### src/rtl/pipe_gap_sched.sv
// Pipe gap scheduler: serves round-robin gap requests by stepping an external
// LFSR a fixed number of cycles, clamps the result into the legal gap window,
// and reseeds the LFSR from a flap-driven counter when a start is requested.
module pipe_gap_sched #(
  parameter int          NUM_REQ = 3,
  parameter int          STEPS   = 8,
  parameter logic [7:0]  GAP_MIN = 8'd40,
  parameter logic [7:0]  GAP_MAX = 8'd200
) (
  input  logic               clk,
  input  logic               rst,
  input  logic               flap,
  input  logic               start,
  input  logic [NUM_REQ-1:0] req,
  input  logic [7:0]         rand_num,
  output logic               lfsr_step,
  output logic               lfsr_load,
  output logic [7:0]         lfsr_seed,
  output logic [NUM_REQ-1:0] ack,
  output logic [7:0]         gap_y,
  output logic               busy
);

  localparam int GW = (NUM_REQ > 1) ? $clog2(NUM_REQ) : 1;
  localparam int SW = $clog2(STEPS + 1);

  typedef enum logic [2:0] {IDLE, LOAD, STEP, SETTLE, ACK} state_t;

  state_t        state;
  state_t        state_nx;
  logic [7:0]    seed_cnt;
  logic          flap_q;
  logic          pending;
  logic [GW-1:0] grant;
  logic [GW-1:0] last_grant;
  logic [GW-1:0] rr_pick;
  logic [GW-1:0] rr_idx;
  logic          rr_found;
  logic [SW-1:0] step_cnt;

  function automatic logic [7:0] clamp_gap(input logic [7:0] v);
    if (v < GAP_MIN) return GAP_MIN;
    if (v > GAP_MAX) return GAP_MAX;
    return v;
  endfunction

  // Round-robin search beginning just after the most recently served slot.
  always_comb begin
    rr_found = 1'b0;
    rr_pick  = '0;
    rr_idx   = '0;
    for (int i = 1; i <= NUM_REQ; i++) begin
      rr_idx = GW'((int'(last_grant) + i) % NUM_REQ);
      if (!rr_found && req[rr_idx]) begin
        rr_found = 1'b1;
        rr_pick  = rr_idx;
      end
    end
  end

  // Next-state logic; a pending reseed always wins over a waiting request.
  always_comb begin
    state_nx = state;
    unique case (state)
      IDLE: begin
        if (pending)       state_nx = LOAD;
        else if (rr_found) state_nx = STEP;
      end
      LOAD:    state_nx = IDLE;
      STEP:    if (step_cnt == SW'(1)) state_nx = SETTLE;
      SETTLE:  state_nx = ACK;
      ACK:     state_nx = IDLE;
      default: state_nx = IDLE;
    endcase
  end

  // Moore outputs decoded from the current state; step and load are exclusive.
  always_comb begin
    lfsr_step = 1'b0;
    lfsr_load = 1'b0;
    lfsr_seed = 8'd0;
    ack       = '0;
    busy      = (state != IDLE);
    case (state)
      LOAD: begin
        lfsr_load = 1'b1;
        lfsr_seed = seed_cnt;
      end
      STEP:    lfsr_step = 1'b1;
      ACK:     ack[grant] = 1'b1;
      default: ;
    endcase
  end

  // State register.
  always_ff @(posedge clk) begin
    if (rst) state <= IDLE;
    else     state <= state_nx;
  end

  // Seed counter counts flap rising edges in every state and skips zero on wrap.
  always_ff @(posedge clk) begin
    if (rst) begin
      flap_q   <= 1'b0;
      seed_cnt <= 8'hFF;
    end else begin
      flap_q <= flap;
      if (flap && !flap_q)
        seed_cnt <= (seed_cnt == 8'h01) ? 8'hFF : seed_cnt - 8'd1;
    end
  end

  // Reseed request is remembered until the FSM actually enters LOAD.
  always_ff @(posedge clk) begin
    if (rst)                          pending <= 1'b0;
    else if (start)                   pending <= 1'b1;
    else if (state == IDLE && pending) pending <= 1'b0;
  end

  // Transaction bookkeeping: grant capture, step countdown, gap capture, fairness pointer.
  always_ff @(posedge clk) begin
    if (rst) begin
      grant      <= '0;
      last_grant <= GW'(NUM_REQ - 1);
      step_cnt   <= '0;
      gap_y      <= 8'd0;
    end else begin
      case (state)
        IDLE: begin
          if (!pending && rr_found) begin
            grant    <= rr_pick;
            step_cnt <= SW'(STEPS);
          end
        end
        STEP:    step_cnt <= step_cnt - SW'(1);
        SETTLE:  gap_y <= clamp_gap(rand_num);
        ACK:     last_grant <= grant;
        default: ;
      endcase
    end
  end

endmodule

### config.mk
export PLATFORM = sky130hd
export DESIGN_NAME = pipe_gap_sched
export DESIGN_NICKNAME = d
export VERILOG_FILES = /design/src/rtl/pipe_gap_sched.sv
export SDC_FILE = /design/constraint.sdc
export NUM_CORES = 1
export LEC_CHECK = 0
export BUFFER_PORTS_ARGS = -buffer_cell sky130_fd_sc_hd__buf_2
export CORE_AREA = 2 2 61 63
export CTS_CLUSTER_DIAMETER = 30
export DETAILED_ROUTE_END_ITERATION = 16
export DIE_AREA = 0 0 63 65
export HOLD_SLACK_MARGIN = 0.02
export PLACE_DENSITY_LB_ADDON = 0.2
export SLEW_MARGIN = 20
export SYNTH_ARGS = -nofsm -noshare
export SYNTH_HDL_FRONTEND = slang
export SYNTH_SLANG_ARGS = --single-unit
### constraint.sdc
create_clock -name clk -period 1.85 [get_ports clk]
set_input_delay 0.2775 -clock clk [delete_from_list [all_inputs] [get_ports clk]]
set_output_delay 0.2775 -clock clk [all_outputs]
set_load 0.1 [all_outputs]
---- After elaboration in Yosys (flattened, before gate mapping) ----
Index checks and enable logic that the tools add are counted.
storage, ports and cells
  register bits ........................... 29
  input port bits ......................... 15
operators by class
  $add $sub $neg .......................... 5
  divide/modulo/power cells ............... 3
  magnitude comparators ................... 7
  equal/unequal tests ..................... 9
  muxes and demuxes ....................... 38
  reductions and logical operators ........ 17
operators with widths
  cell                     number
  $mod A32 B3 Y32 const B  3
  $mux W8                  6
  $mux W1                  18
  $lt A2 B3 Y1 const B     4
  $mux W3                  4
  $pmux W3 S3              1
  $eq A8 B1 Y1 const B     1
  $gt A8 B8 Y1 const B     1
  $lt A8 B6 Y1 const B     1
  $pmux W4 S2              1
  $sub A8 B1 Y8 const B    1
  $add A2 B2 Y3 const B    2
  $bmux W1 S2              3
  $eq A3 B2 Y1 const B     2
  $logic_and A1 B1 Y1      6
  $mux W2                  3
  $reduce_and A2 Y1        3
  $eq A4 B1 Y1 const B     1
  $logic_not A1 Y1         4
  $mux W4                  1
  $reduce_bool A2 Y1       2
  $sub A4 B1 Y4 const B    1
  $add A2 B1 Y3 const B    1
  $eq A3 B1 Y1 const B     1
  8 further kinds          8

---- Depth between registers and ports, before layout ----
Gate-level depths: netlist of the first run.
  depth in word-level cells ............... 14
  gate-level depth with buffers ........... 7
  depth with buffers taken out ............ 6

---- Worst setup path after synthesis of the first run ----
Ideal clock, no wire load.
  kind .................................... reg2out
  from .................................... reg state[0]
  to ...................................... out lfsr_seed[0]
  arrival ................................. 3.868 ns
  required time ........................... 1.572 ns
  setup slack ............................. -2.295 ns
  stages on the path, launching flop included .. 3
  path buffers ............................ 0
  cell sequence ........................... dfxtp_1 nor3b_1 and2_1
between the ends
  word-level cells in the longest chain between the ends .. 2
ends and longest elaborated chain
  what                    RTL line  text
  start, declared         29        state_t state;
  start signal, assigned  98        else state <= state_nx;
  $eq A3 B1 Y1            84        case (state)
  $mux W8                 84
  end, declared           18        output logic [7:0] lfsr_seed,
Every way passes these cells.

---- Worst setup path after layout of the first run ----
  from .................................... reg last_grant[0]
  to ...................................... reg step_cnt[1]
between the ends
  word-level cells in the longest chain between the ends .. 14
  elaborated cells between the ends (all ways) .. 22
  those cells by class .................... 3 x add/sub; 3 x div; 1 x eq/ne; 9 x mux; 6 x reduce/logical
ends and longest elaborated chain
  what                                  RTL line  text
  start, declared                       35        logic [GW-1:0] last_grant;
  start signal, assigned                124       last_grant <= GW'(NUM_REQ - 1);
  start signal, assigned                137       ACK: last_grant <= grant;
  $add A2 B1 Y3                         53        rr_idx = GW'((int'(last_grant) + i) % NUM_REQ);
  $mod A32 B3 Y32                       53
  $bmux W1 S2                           54        if (!rr_found && req[rr_idx]) begin
  $mux W1 (implied by the code)         54
  $mux W1                               54
  $logic_not A1 Y1                      54
  $logic_and A1 B1 Y1                   54
  $mux W1                               54
  $logic_not A1 Y1                      54
  $logic_and A1 B1 Y1                   54
  $mux W1 *                             54
  $logic_and A1 B1 Y1 *                 130       if (!pending && rr_found) begin
  $ne A2 B1 Y1 (no source line) *       --
  $reduce_and A2 Y1 (no source line) *  --
  end signal, assigned                  132       step_cnt <= SW'(STEPS);
  end signal, assigned                  135       STEP: step_cnt <= step_cnt - SW'(1);
  end, declared                         39        logic [SW-1:0] step_cnt;
Mark *: on every way between the ends. The rest lies on a longest branch, timed or not. The select of a mux whose other input is x is not followed.
A chain may end at the register's enable or synchronous reset.

==> results of run 1 <==
[layer usage]
metal / GRT usage (%) / wire length, um
met5: 0 / 0
met4: 6.667 / 54
met3: 5.035 / 207
met2: 26.46 / 1566
met1: 21.03 / 1544
[registers in the layout, indices dropped and copies added, names as in the netlist]
signal / cells
step_cnt: 4
pending: 1
seed_cnt: 8
gap_y: 8
state: 3
last_grant: 2
flap_q: 1
grant: 2
[cell families (layout without fill, tap and decap cells)]
kind of cell,count (synthesis),in the layout
AO/OA/AOI/OAI,35,35
XOR/XNOR,5,5
adder cells (fa/ha/maj),7,7
buffers and inverters,17,61
flip-flops,29,29
multiplexers,5,5
AND/OR/NAND/NOR,85,85
[stage by stage]
stage               cells  setup TNS [ns]  hold WS (ns)  utilization [%]
floorplan             183          -3.098        0.3949                -
global placement      267               0        0.4434            59.70
detailed placement    267        -0.01930        0.4453            59.70
CTS                   274               0        0.1614            61.42
global route          275        -0.02126        0.1988            62.24
finish                275               0        0.1686            62.24
[worst max path at each step]
stage,to,cells after the start,slack [ns]
finish,step_cnt[1],6,0.05
floorplan,ack[0],4,-0.33
detailed placement,step_cnt[1],6,-0.01
global placement,step_cnt[1],6,0.05
CTS,step_cnt[1],6,0.008
global route,step_cnt[2],6,-0.01
[layout make-up]
type	instances	area [um2]	area share [%]
multi-input cells	137	1008	46.35
flip-flops and latches	29	586.8	26.97
repair buffers	42	420.4	19.32
well taps	48	60.06	2.760
clock buffers	7	55.05	2.530
inverters	12	45.04	2.070
[cells in the final DEF, fill, tap and decap left out, drive strengths merged, types with 2 or more instances in the layout]
cell type and instances:
or3 2, buf 42, a21oi 9, inv 12, nor4 5, clkbuf 7, xnor2 4, o211a 2
a221oi 2, and3 3, mux2i 3, mux2 2, nand3 10, nor2 17, and2 8, nor3 6
nand2b 4, ha 7, nor2b 5, nand2 17, nor3b 3, o21ai 4, dfxtp 29, a211oi 2
[worst reg2reg max path, stage by stage, from the launching register on]
cell	delay [ns]
sky130_fd_sc_hd__dfxtp_2	0.34
sky130_fd_sc_hd__inv_2	0.08
sky130_fd_sc_hd__ha_4	0.14
sky130_fd_sc_hd__mux2_2	0.34
sky130_fd_sc_hd__mux2_4	0.30
sky130_fd_sc_hd__a22oi_2	0.34
sky130_fd_sc_hd__a41o_1	0.21
[power groups by stage]
stage / Sequential, W / Clock (W) / Combinational, W
3_3_place_gp: 0.000713 / 0 / 0.000462
2_1_floorplan: 0.000728 / 0 / 0.000319
5_1_grt: 0.000706 / 0.000420 / 0.000501
3_5_place_dp: 0.000713 / 0 / 0.000465
4_1_cts: 0.000699 / 0.000391 / 0.000467
6_report: 0.000700 / 0.000378 / 0.000472
[what timing repair did]
action / 4_1_cts / 5_1_grt
gates resized for setup: 3 / 7
pin swaps: 1 / 2
setup buffers: 0 / 1
endpoints found under the setup margin: 5 / 15
endpoints found under the hold margin: 0 / 0
==> insert_results.sql, run 1 <==
INSERT INTO impl_metrics (metric_group, metric, value, unit) VALUES
('status', 'status', 'finished clean', ''),
('global_route', 'first_pass_grt_wire_length', '5382', 'um'),
('worst_setup_path', 'cp_data_arrival_time', '2.07', 'ns'),
('logic_synthesis', 'post-synth-top-count-cell', 'sky130_fd_sc_hd__dfxtp_1', ''),
('final_layout', 'insertedDiodeCount', '0', ''),
('logic_synthesis', 'yosys_register_bits', '29', ''),
('floorplanning', 'num_rows', '22', ''),
('final_layout', 'syn2layout_area_growth', '37.15', '%'),
('power_and_ir_drop', 'p_sw_share', '34.42', '%'),
('worst_setup_path', 'worstRegToRegCells', '6', ''),
('power_and_ir_drop', 'power.share.combinational', '30.5', '%'),
('final_layout', 'finalInstanceArea', '2176', 'um2'),
('global_route', 'grt_pass1_vias', '1212', ''),
('logic_synthesis', 'synth_common_cells', '29 x sky130_fd_sc_hd__dfxtp_1, 17 x sky130_fd_sc_hd__nand2_1, 16 x sky130_fd_sc_hd__nor2_1', ''),
('place', 'portBuffers', '36', ''),
('worst_setup_path', 'timing.critical_path.from_type', 'register', ''),
('logic_synthesis', 'async_flop_share', '0', '%'),
('hold_path', 'hold_path_depth', '3', ''),
('power_and_ir_drop', 'powerDensity', '712.2', 'nW/um2'),
('clock_network', 'worstSkewPairLatency', '0.32', 'ns'),
('worst_setup_path', 'crit_path_cell_trace', 'inv_2, ha_4, mux2_2, mux2_4, a22oi_2, a41o_1', ''),
('sta', 'post-route-min-period', '1.802', 'ns'),
('worst_setup_path', 'critical_path.max_stage_delay', '0.34', 'ns'),
('final_layout', 'fill_cells', '312', ''),
('route', 'detailroute.via_count', '1452', ''),
('sta', 'clock_skew', '0.006288', 'ns'),
('clock_network', 'clock_sink_count', '29', ''),
('route', 'antenna_violating_nets_post_route', '0', ''),
('worst_setup_path', 'cpLargestDelayFamily', 'multiplexers', ''),
('power_and_ir_drop', 'cell_internal_pwr', '0.001016', 'W'),
('power_and_ir_drop', 'p_clk_share', '24.4', '%'),
('worst_setup_path', 'setup.worst_path.start', 'last_grant[0]', ''),
('hold_path', 'worstHoldEndpoint', 'pending', ''),
('hold_path', 'timing.hold.worst.class', 'in -> reg', ''),
('logic_synthesis', 'synth.distinct_cells', '52', ''),
('global_route', 'grt_use_total', '16.64', '%'),
('logic_synthesis', 'synth_edf_count', '0', ''),
('logic_synthesis', 'synth.area.top_cells', 'sky130_fd_sc_hd__dfxtp_1 37%, sky130_fd_sc_hd__ha_1 5.5%, sky130_fd_sc_hd__nand2_1 4.0%', ''),
('logic_synthesis', 'muxShareOfSynthArea', '3.312', '%'),
('place', 'place.detailed.hpwl', '2466', 'um'),
('place', 'globalplace.congestion', '0.8678', ''),
('floorplanning', 'dieArea', '4095', 'um2'),
('worst_setup_path', 'critical_path.reg2reg.endpoint', 'step_cnt[1]', ''),
('floorplanning', 'floorplan.die.height', '65', 'um'),
('floorplanning', 'floorplan.initialDensity', '45.38', '%'),
('hold_path', 'hold_path.startpoint', 'start', ''),
('sta', 'timing.final.hold_violations', '0', ''),
('final_layout', 'finalNetCount', '249', ''),
('place', 'dpl-instance-area', '2087', 'um2'),
('sta', 'setup_slack', '0.04833', 'ns'),
('worst_setup_path', 'timing.reg2reg.setup_slack', '0.05', 'ns'),
('route', 'dr.first_iter.drc_count', '73', ''),
('flow_run', 'maxCapViolCount', '0', ''),
('route', 'routed_wl', '3372', 'um'),
('clock_network', 'clockBufferDepth', '2', ''),
('logic_synthesis', 'post_synth_and_or_nand_nor_area_fraction', '28.86', '%'),
('worst_setup_path', 'worstSetupEndpointType', 'register', ''),
('power_and_ir_drop', 'static-leakage-power', '0.9663', 'nW'),
('clock_network', 'clkSlewWorstSetupHoldPaths', '0.08', 'ns'),
('sta', 'max_freq', '0.5550', 'GHz'),
('logic_synthesis', 'synth_largest_type_area_fraction', '36.59', '%'),
('sta', 'timing.final.max_slew_violations', '0', ''),
('worst_setup_path', 'r2r-start', 'last_grant[0]', ''),
('global_route', 'antenna_violations_before_repair', '0', ''),
('worst_setup_path', 'critical_path.n_buffers_inverters', '1', ''),
('floorplanning', 'floorplan.die.width', '63', 'um'),
('power_and_ir_drop', 'switching_power', '0.0005333', 'W'),
('logic_synthesis', 'synth-xor-area-share', '2.760', '%'),
('floorplanning', 'core_area', '3496', 'um2'),
('logic_synthesis', 'yosys.area.top_type', 'sky130_fd_sc_hd__dfxtp_1', ''),
('floorplanning', 'num_io_pins', '37', '');
(Power assumes the default switching activity.)
==> run 2, diff against run 1 <==
- BUFFER_PORTS_ARGS: -buffer_cell sky130_fd_sc_hd__buf_2 -> default
- CORE_AREA: 2 2 61 63 -> 2 2 57 59
- DIE_AREA: 0 0 63 65 -> 0 0 59 61
- DONT_BUFFER_PORTS: default -> 1
- RECOVER_POWER: default -> 100
==> run 2 against run 1 <==
  * The run now ends with setup timing left
  * Sequential power barely moved
  * Power rose by 7.7%
  * First-iteration DRC count is 8.2% lower
  * Register-to-register slack got worse by 0.03 ns
  * Clock-buffer cell count shrank 2
  * Final area is 5.2% lower
  * Utilization rose by 7.6 points
  * Routed wire length grew 6.3%
  * Sequential share of layout area increased by 1.4 points
  * Critical path depth fell by 3
  * Critical path type is now reg -> out
==> insert_results.sql, run 2 (synthesized netlist as in run 1, its figures left out) <==
INSERT INTO impl_metrics (metric_group, metric, value, unit) VALUES
('status', 'status', 'finished with violations', ''),
('status', 'violations_in_the_final_reports', 'setup timing', ''),
('place', 'place.detailed.hpwl', '2592', 'um'),
('final_layout', 'insertedDiodeCount', '0', ''),
('worst_setup_path', 'slowest_stage', 'sky130_fd_sc_hd__or3b_1', ''),
('sta', 'clock_skew', '0.009655', 'ns'),
('worst_setup_path', 'timing.critical_path.from_type', 'register', ''),
('floorplanning', 'floorplan.die.width', '59', 'um'),
('worst_setup_path', 'critical_path.max_stage_delay', '0.46', 'ns'),
('worst_setup_path', 'worstRegToRegCells', '6', ''),
('clock_network', 'clock_sink_count', '29', ''),
('global_route', 'pin_count_of_the_biggest_net_entering_global_routing', '15', ''),
('global_route', 'grt_pass1_vias', '1377', ''),
('floorplanning', 'core_area', '2953', 'um2'),
('sta', 'timing.max_slew.rel_slack', '59.28', '%'),
('sta', 'max_freq', '0.5392', 'GHz'),
('clock_network', 'clkSlewWorstSetupHoldPaths', '0.10', 'ns'),
('floorplanning', 'floorplan.initialDensity', '53.73', '%'),
('final_layout', 'drive_gt1_share', '30.84', '%'),
('global_route', 'grt_use_total', '21.54', '%'),
('worst_setup_path', 'timing.reg2reg.setup_slack', '0.02', 'ns'),
('clock_network', 'cts_buffer_count', '5', ''),
('power_and_ir_drop', 'powerDensity', '809.1', 'nW/um2'),
('route', 'detail_route.vias_per_cell', '5.927', ''),
('route', 'detailroute.via_count', '1464', ''),
('hold_path', 'hold_path_depth', '2', ''),
('clock_network', 'cts.htree.levels', '2', ''),
('worst_setup_path', 'crit_path_cell_trace', 'or3b_1, inv_2, buf_6', ''),
('sta', 'whs', '0.04894', 'ns'),
('worst_setup_path', 'cp.depth', '3', ''),
('hold_path', 'timing.hold.worst.class', 'in -> reg', ''),
('global_route', 'globalRoute.totalOverflow', '0', ''),
('route', 'antenna_violating_nets_post_route', '0', ''),
('route', 'routed_wl', '3584', 'um'),
('place', 'place.detailed.instances', '235', ''),
('power_and_ir_drop', 'power.total', '0.001669', 'W'),
('floorplanning', 'floorplan.die.height', '61', 'um'),
('global_route', 'first_pass_grt_wire_length', '5823', 'um'),
('place', 'dpl-instance-area', '1986', 'um2'),
('route', 'routedWlPerCell', '14.51', 'um'),
('sta', 'setup_slack', '-0.004768', 'ns'),
('sta', 'post-route-min-period', '1.855', 'ns'),
('final_layout', 'fin_cells', '247', ''),
('worst_setup_path', 'crit_type', 'reg -> out', ''),
('final_layout', 'finalNetCount', '235', ''),
('worst_setup_path', 'cpLargestDelayFamily', 'simple AND/OR/NAND/NOR gates', ''),
('worst_setup_path', 'critical_path.n_buffers_inverters', '2', ''),
('power_and_ir_drop', 'peakVddDrop', '697.8', 'uV'),
('sta', 'timing.final.max_slew_violations', '0', ''),
('final_layout', 'top_regs', 'gap_y x8, seed_cnt x8, step_cnt x4', ''),
('clock_network', 'clockRootBuffer', 'sky130_fd_sc_hd__clkbuf_4', ''),
('floorplanning', 'num_rows', '20', ''),
('worst_setup_path', 'worstSetupEndpointType', 'output pin', ''),
('flow_run', 'maxCapViolCount', '0', ''),
('final_layout', 'postLayoutCoreUtil', '69.87', '%'),
('final_layout', 'layout.cells.most_common_list', '25 x sky130_fd_sc_hd__dfxtp_1, 16 x sky130_fd_sc_hd__nor2_1, 16 x sky130_fd_sc_hd__nand2_1', ''),
('power_and_ir_drop', 'static-leakage-power', '0.8930', 'nW'),
('clock_network', 'clock_tree_from_tritoncts', 'done', ''),
('global_route', 'antenna_violations_before_repair', '0', ''),
('worst_setup_path', 'cp_data_arrival_time', '1.58', 'ns'),
('final_layout', 'syn2layout_area_growth', '30.05', '%'),
('route', 'dr.first_iter.drc_count', '67', ''),
('place', 'portBuffers', '0', ''),
('worst_setup_path', 'critical_path_required', '1.57', 'ns'),
('route', 'route.detailed.drc', '0', ''),
('final_layout', 'most_common_cell_after_layout_fill_and_taps_aside', 'sky130_fd_sc_hd__dfxtp_1', ''),
('final_layout', 'fill_cells', '233', ''),
('sta', 'setup-violations-final', '1', ''),
('worst_setup_path', 'cp_max_fo', '9', ''),
('final_layout', 'finalInstanceArea', '2063', 'um2'),
('route', 'drt-pass1-iter-count', '4', ''),
('place', 'globalplace.congestion', '0.7770', ''),
('clock_network', 'clockBufferDepth', '2', ''),
('sta', 'timing.final.hold_violations', '0', ''),
('sta', 'max_slew.worst_pin.slew', '0.6094', 'ns'),
('floorplanning', 'num_io_pins', '37', ''),
('sta', 'min_period_over_period', '100.3', '%'),
('floorplanning', 'dieArea', '3599', 'um2'),
('sta', 'grt_setup_unrepaired', 'true', ''),
('clock_network', 'worstSkewPairLatency', '0.35', 'ns');
-- run 2: changes by cell type in the layout (fill, tap and decap cells not counted), sizes merged --
cell | previous run | this run
buf | 42 | 15
bufinv | 0 | 1
clkbuf | 7 | 17
clkinv | 0 | 1
clkinvlp | 0 | 1
dlygate4sd3 | 0 | 1
-- run 2: final timing paths --
path | startpoint | to
max reg2reg | last_grant[1] | step_cnt[1]
max | state[1] | lfsr_step
min | start | pending
min reg2reg | gap_y[1] | gap_y[1]
-- run 2: layout make-up --
class | instances | area [um2] | share of cell area, %
tap | 33 | 41.29 | 2.001
clock inverter | 3 | 46.29 | 2.244
multi-input combinational | 137 | 1015 | 49.18
inverter | 12 | 45.04 | 2.183
timing repair buffer | 28 | 292.8 | 14.19
clock buffer | 5 | 37.54 | 1.819
sequential | 29 | 585.6 | 28.38
-- run 2: power breakdown --
part	internal (W)	switching, W	leakage (nW)
Sequential	0.000659	0.0000436	0.239
Combinational	0.000155	0.000281	0.613
Clock	0.000286	0.000245	0.0414
Total	0.00110	0.000570	0.893
-- run 2: routing by layer --
metal,wire [um],track usage [%]
met5,0,0
met4,65,9.740
met3,220,8.102
met2,1717,34.29
met1,1581,26.02
-- run 2: per-stage QoR --
stage | TNS, ns | setup WS, ns
finish | -0.004768 | -0.004768
global route | -0.2623 | -0.04700
CTS | 0 | 0.003441
detailed placement | -0.009200 | -0.009200
global placement | 0 | 0.08189
floorplan | -3.098 | -0.3260
-- run 2: worst register-to-register path, stage by stage, from the launching register on --
cell                      delay (ns)
sky130_fd_sc_hd__dfxtp_1        0.39
sky130_fd_sc_hd__inv_1          0.06
sky130_fd_sc_hd__ha_2           0.24
sky130_fd_sc_hd__a22o_1         0.28
sky130_fd_sc_hd__a211o_1        0.31
sky130_fd_sc_hd__a22oi_2        0.29
sky130_fd_sc_hd__a41o_1         0.21
-- run 2: what timing repair did --
action | CTS | global route
pin swaps | 2 | 4
buffers inserted | 2 | 1
endpoints found under the hold margin | 14 | 0
hold buffers | 1 | 0
gates resized for setup | 5 | 6
setup endpoints to repair | 14 | 9
==> run 3, diff against run 2 <==
- CORE_AREA: 2 2 57 59 -> 2 2 55 57
- CTS_BUF_LIST: default -> sky130_fd_sc_hd__clkbuf_4
- CTS_CLUSTER_SIZE: default -> 8
- DIE_AREA: 0 0 59 61 -> 0 0 57 59
==> run 3 against run 2 <==
  * Critical path depth increased by 3
  * Utilization increased by 9.2 points
  * Die area is 6.6% lower
  * Power decreased by 8.2%
  * The run now ends clean
==> insert_results.sql, run 3 (synthesized netlist as in run 1, its figures left out) <==
INSERT INTO impl_metrics (metric_group, metric, value, unit) VALUES
('route', 'highest_layer', 'met4', ''),
('sta', 'post-route-min-period', '1.821', 'ns'),
('clock_network', 'cts.htree.levels', '2', ''),
('worst_setup_path', 'worstRegToRegCells', '6', ''),
('route', 'dr.first_iter.drc_count', '40', ''),
('sta', 'clock_skew', '0.01098', 'ns'),
('global_route', 'pin_count_of_the_biggest_net_entering_global_routing', '14', ''),
('worst_setup_path', 'cp_data_arrival_time', '2.09', 'ns'),
('final_layout', 'drive_gt1_share', '32.71', '%'),
('sta', 'min_period_over_period', '98.44', '%'),
('power_and_ir_drop', 'peakVddDrop', '649.9', 'uV'),
('floorplanning', 'dieArea', '3363', 'um2'),
('route', 'route.met3.wl', '267', 'um'),
('final_layout', 'fill_cells', '179', ''),
('final_layout', 'layout.cells.most_common_list', '24 x sky130_fd_sc_hd__dfxtp_1, 16 x sky130_fd_sc_hd__nand2_1, 15 x sky130_fd_sc_hd__nor2_1', ''),
('route', 'detailroute.via_count', '1515', ''),
('global_route', 'globalRoute.totalOverflow', '0', ''),
('clock_network', 'clockRootBuffer', 'sky130_fd_sc_hd__clkbuf_4', ''),
('clock_network', 'clockBufferDepth', '2', ''),
('worst_setup_path', 'cp_max_fo', '5', ''),
('clock_network', 'clkSlewWorstSetupHoldPaths', '0.08', 'ns'),
('place', 'portBuffers', '0', ''),
('floorplanning', 'floorplan.initialDensity', '58.54', '%'),
('clock_network', 'clock_sink_count', '29', ''),
('hold_path', 'hold_path_depth', '2', ''),
('sta', 'setup-violations-final', '0', ''),
('clock_network', 'worstSkewPairLatency', '0.33', 'ns'),
('status', 'status', 'finished clean', ''),
('worst_setup_path', 'critical_path_required', '2.12', 'ns'),
('route', 'met2WireLength', '1938', 'um'),
('final_layout', 'top_regs', 'gap_y x8, seed_cnt x8, step_cnt x4', ''),
('place', 'dpl-instance-area', '1991', 'um2'),
('final_layout', 'fin_cells', '245', ''),
('power_and_ir_drop', 'power.total', '0.001533', 'W'),
('sta', 'grt_setup_unrepaired', 'true', ''),
('sta', 'timing.final.hold_violations', '0', ''),
('floorplanning', 'num_rows', '19', ''),
('sta', 'timing.final.max_slew_violations', '0', ''),
('route', 'detail_route.vias_per_cell', '6.184', ''),
('flow_run', 'maxCapViolCount', '0', ''),
('route', 'antenna_violating_nets_post_route', '0', ''),
('power_and_ir_drop', 'powerDensity', '715.5', 'nW/um2'),
('route', 'route.detailed.drc', '0', ''),
('route', 'routed_wl', '4001', 'um'),
('floorplanning', 'floorplan.die.height', '59', 'um'),
('power_and_ir_drop', 'static-leakage-power', '0.9128', 'nW'),
('place', 'place.detailed.hpwl', '2831', 'um'),
('final_layout', 'syn2layout_area_growth', '35.02', '%'),
('place', 'globalplace.congestion', '0.8808', ''),
('sta', 'max_slew.worst_pin.slew', '0.6533', 'ns'),
('route', 'drt-met1-wl', '1703', 'um'),
('route', 'drt-pass1-iter-count', '4', ''),
('final_layout', 'postLayoutCoreUtil', '79.04', '%'),
('global_route', 'grt_pass1_vias', '1472', ''),
('sta', 'timing.max_slew.rel_slack', '56.30', '%'),
('clock_network', 'cts_buffer_count', '5', ''),
('floorplanning', 'floorplan.die.width', '57', 'um'),
('global_route', 'antenna_violations_before_repair', '0', ''),
('clock_network', 'clock_tree_from_tritoncts', 'done', ''),
('route', 'routedWlPerCell', '16.33', 'um'),
('final_layout', 'most_common_cell_after_layout_fill_and_taps_aside', 'sky130_fd_sc_hd__dfxtp_1', ''),
('worst_setup_path', 'timing.critical_path.from_type', 'register', ''),
('floorplanning', 'core_area', '2710', 'um2'),
('worst_setup_path', 'crit_type', 'reg -> reg', ''),
('floorplanning', 'num_io_pins', '37', ''),
('final_layout', 'finalInstanceArea', '2142', 'um2'),
('sta', 'final.setup.tns', '0', 'ns'),
('place', 'place.detailed.instances', '234', ''),
('global_route', 'grt_use_total', '24.54', '%'),
('hold_path', 'timing.hold.worst.class', 'in -> reg', ''),
('worst_setup_path', 'worstSetupEndpointType', 'register', ''),
('global_route', 'first_pass_grt_wire_length', '6348', 'um'),
('final_layout', 'insertedDiodeCount', '0', ''),
('sta', 'max_freq', '0.5491', 'GHz'),
('final_layout', 'finalNetCount', '236', '');
run 3: cell type report:
cell class / instances / area (um2) / share of cell area (%)
multi-input combinational: 137 / 1047 / 48.89
sequential: 29 / 589.3 / 27.51
timing repair buffer: 29 / 372.9 / 17.41
clock buffer: 6 / 45.04 / 2.103
inverter: 12 / 45.04 / 2.103
tap: 31 / 38.79 / 1.811
clock inverter: 1 / 3.754 / 0.1752
run 3: what timing repair did:
action | CTS | global route
gates cloned | 0 | 0
pin swaps | 1 | 6
setup buffers | 1 | 1
hold endpoints to repair | 13 | 0
gates resized for setup | 4 | 14
hold buffers | 2 | 0
endpoints found under the setup margin | 10 | 9
run 3: final timing paths:
check	from	to	slack (ns)
setup reg to reg	last_grant[0]	step_cnt[1]	0.03
setup / recovery	last_grant[0]	step_cnt[1]	0.03
hold / removal	start	pending	0.07
hold reg to reg	gap_y[2]	gap_y[2]	0.46
run 3: metal layers:
layer,vias up,global-route usage (%)
met5,-,0
met4,0,10.30
met3,12,8.515
met2,56,41.71
met1,734,28.28
li1,713,-
run 3: power breakdown:
group / switching [W] / leakage, nW / internal, W
registers: 0.0000472 / 0.238 / 0.000658
clock network: 0.000208 / 0.0292 / 0.000152
logic: 0.000293 / 0.645 / 0.000175
run 3: worst max-delay path, stage by stage, from the launching register on:
cell and delay [ns]:
sky130_fd_sc_hd__dfxtp_2 0.36, sky130_fd_sc_hd__inv_2 0.06, sky130_fd_sc_hd__ha_4 0.17, sky130_fd_sc_hd__mux2_4 0.31, sky130_fd_sc_hd__mux2_4 0.31, sky130_fd_sc_hd__a22oi_2 0.34
sky130_fd_sc_hd__a41o_1 0.21
run 3: per-stage QoR:
| step | worst slack (ns) | hold WS [ns] |
|---|---|---|
| after floorplan | -0.3260 | 0.3949 |
| after global placement | 0.09117 | 0.3491 |
| after detailed placement | 0.002981 | 0.3513 |
| after CTS | 0.0006177 | 0.06537 |
| after global routing | -0.02154 | 0.07294 |
| final | 0.02881 | 0.07388 |
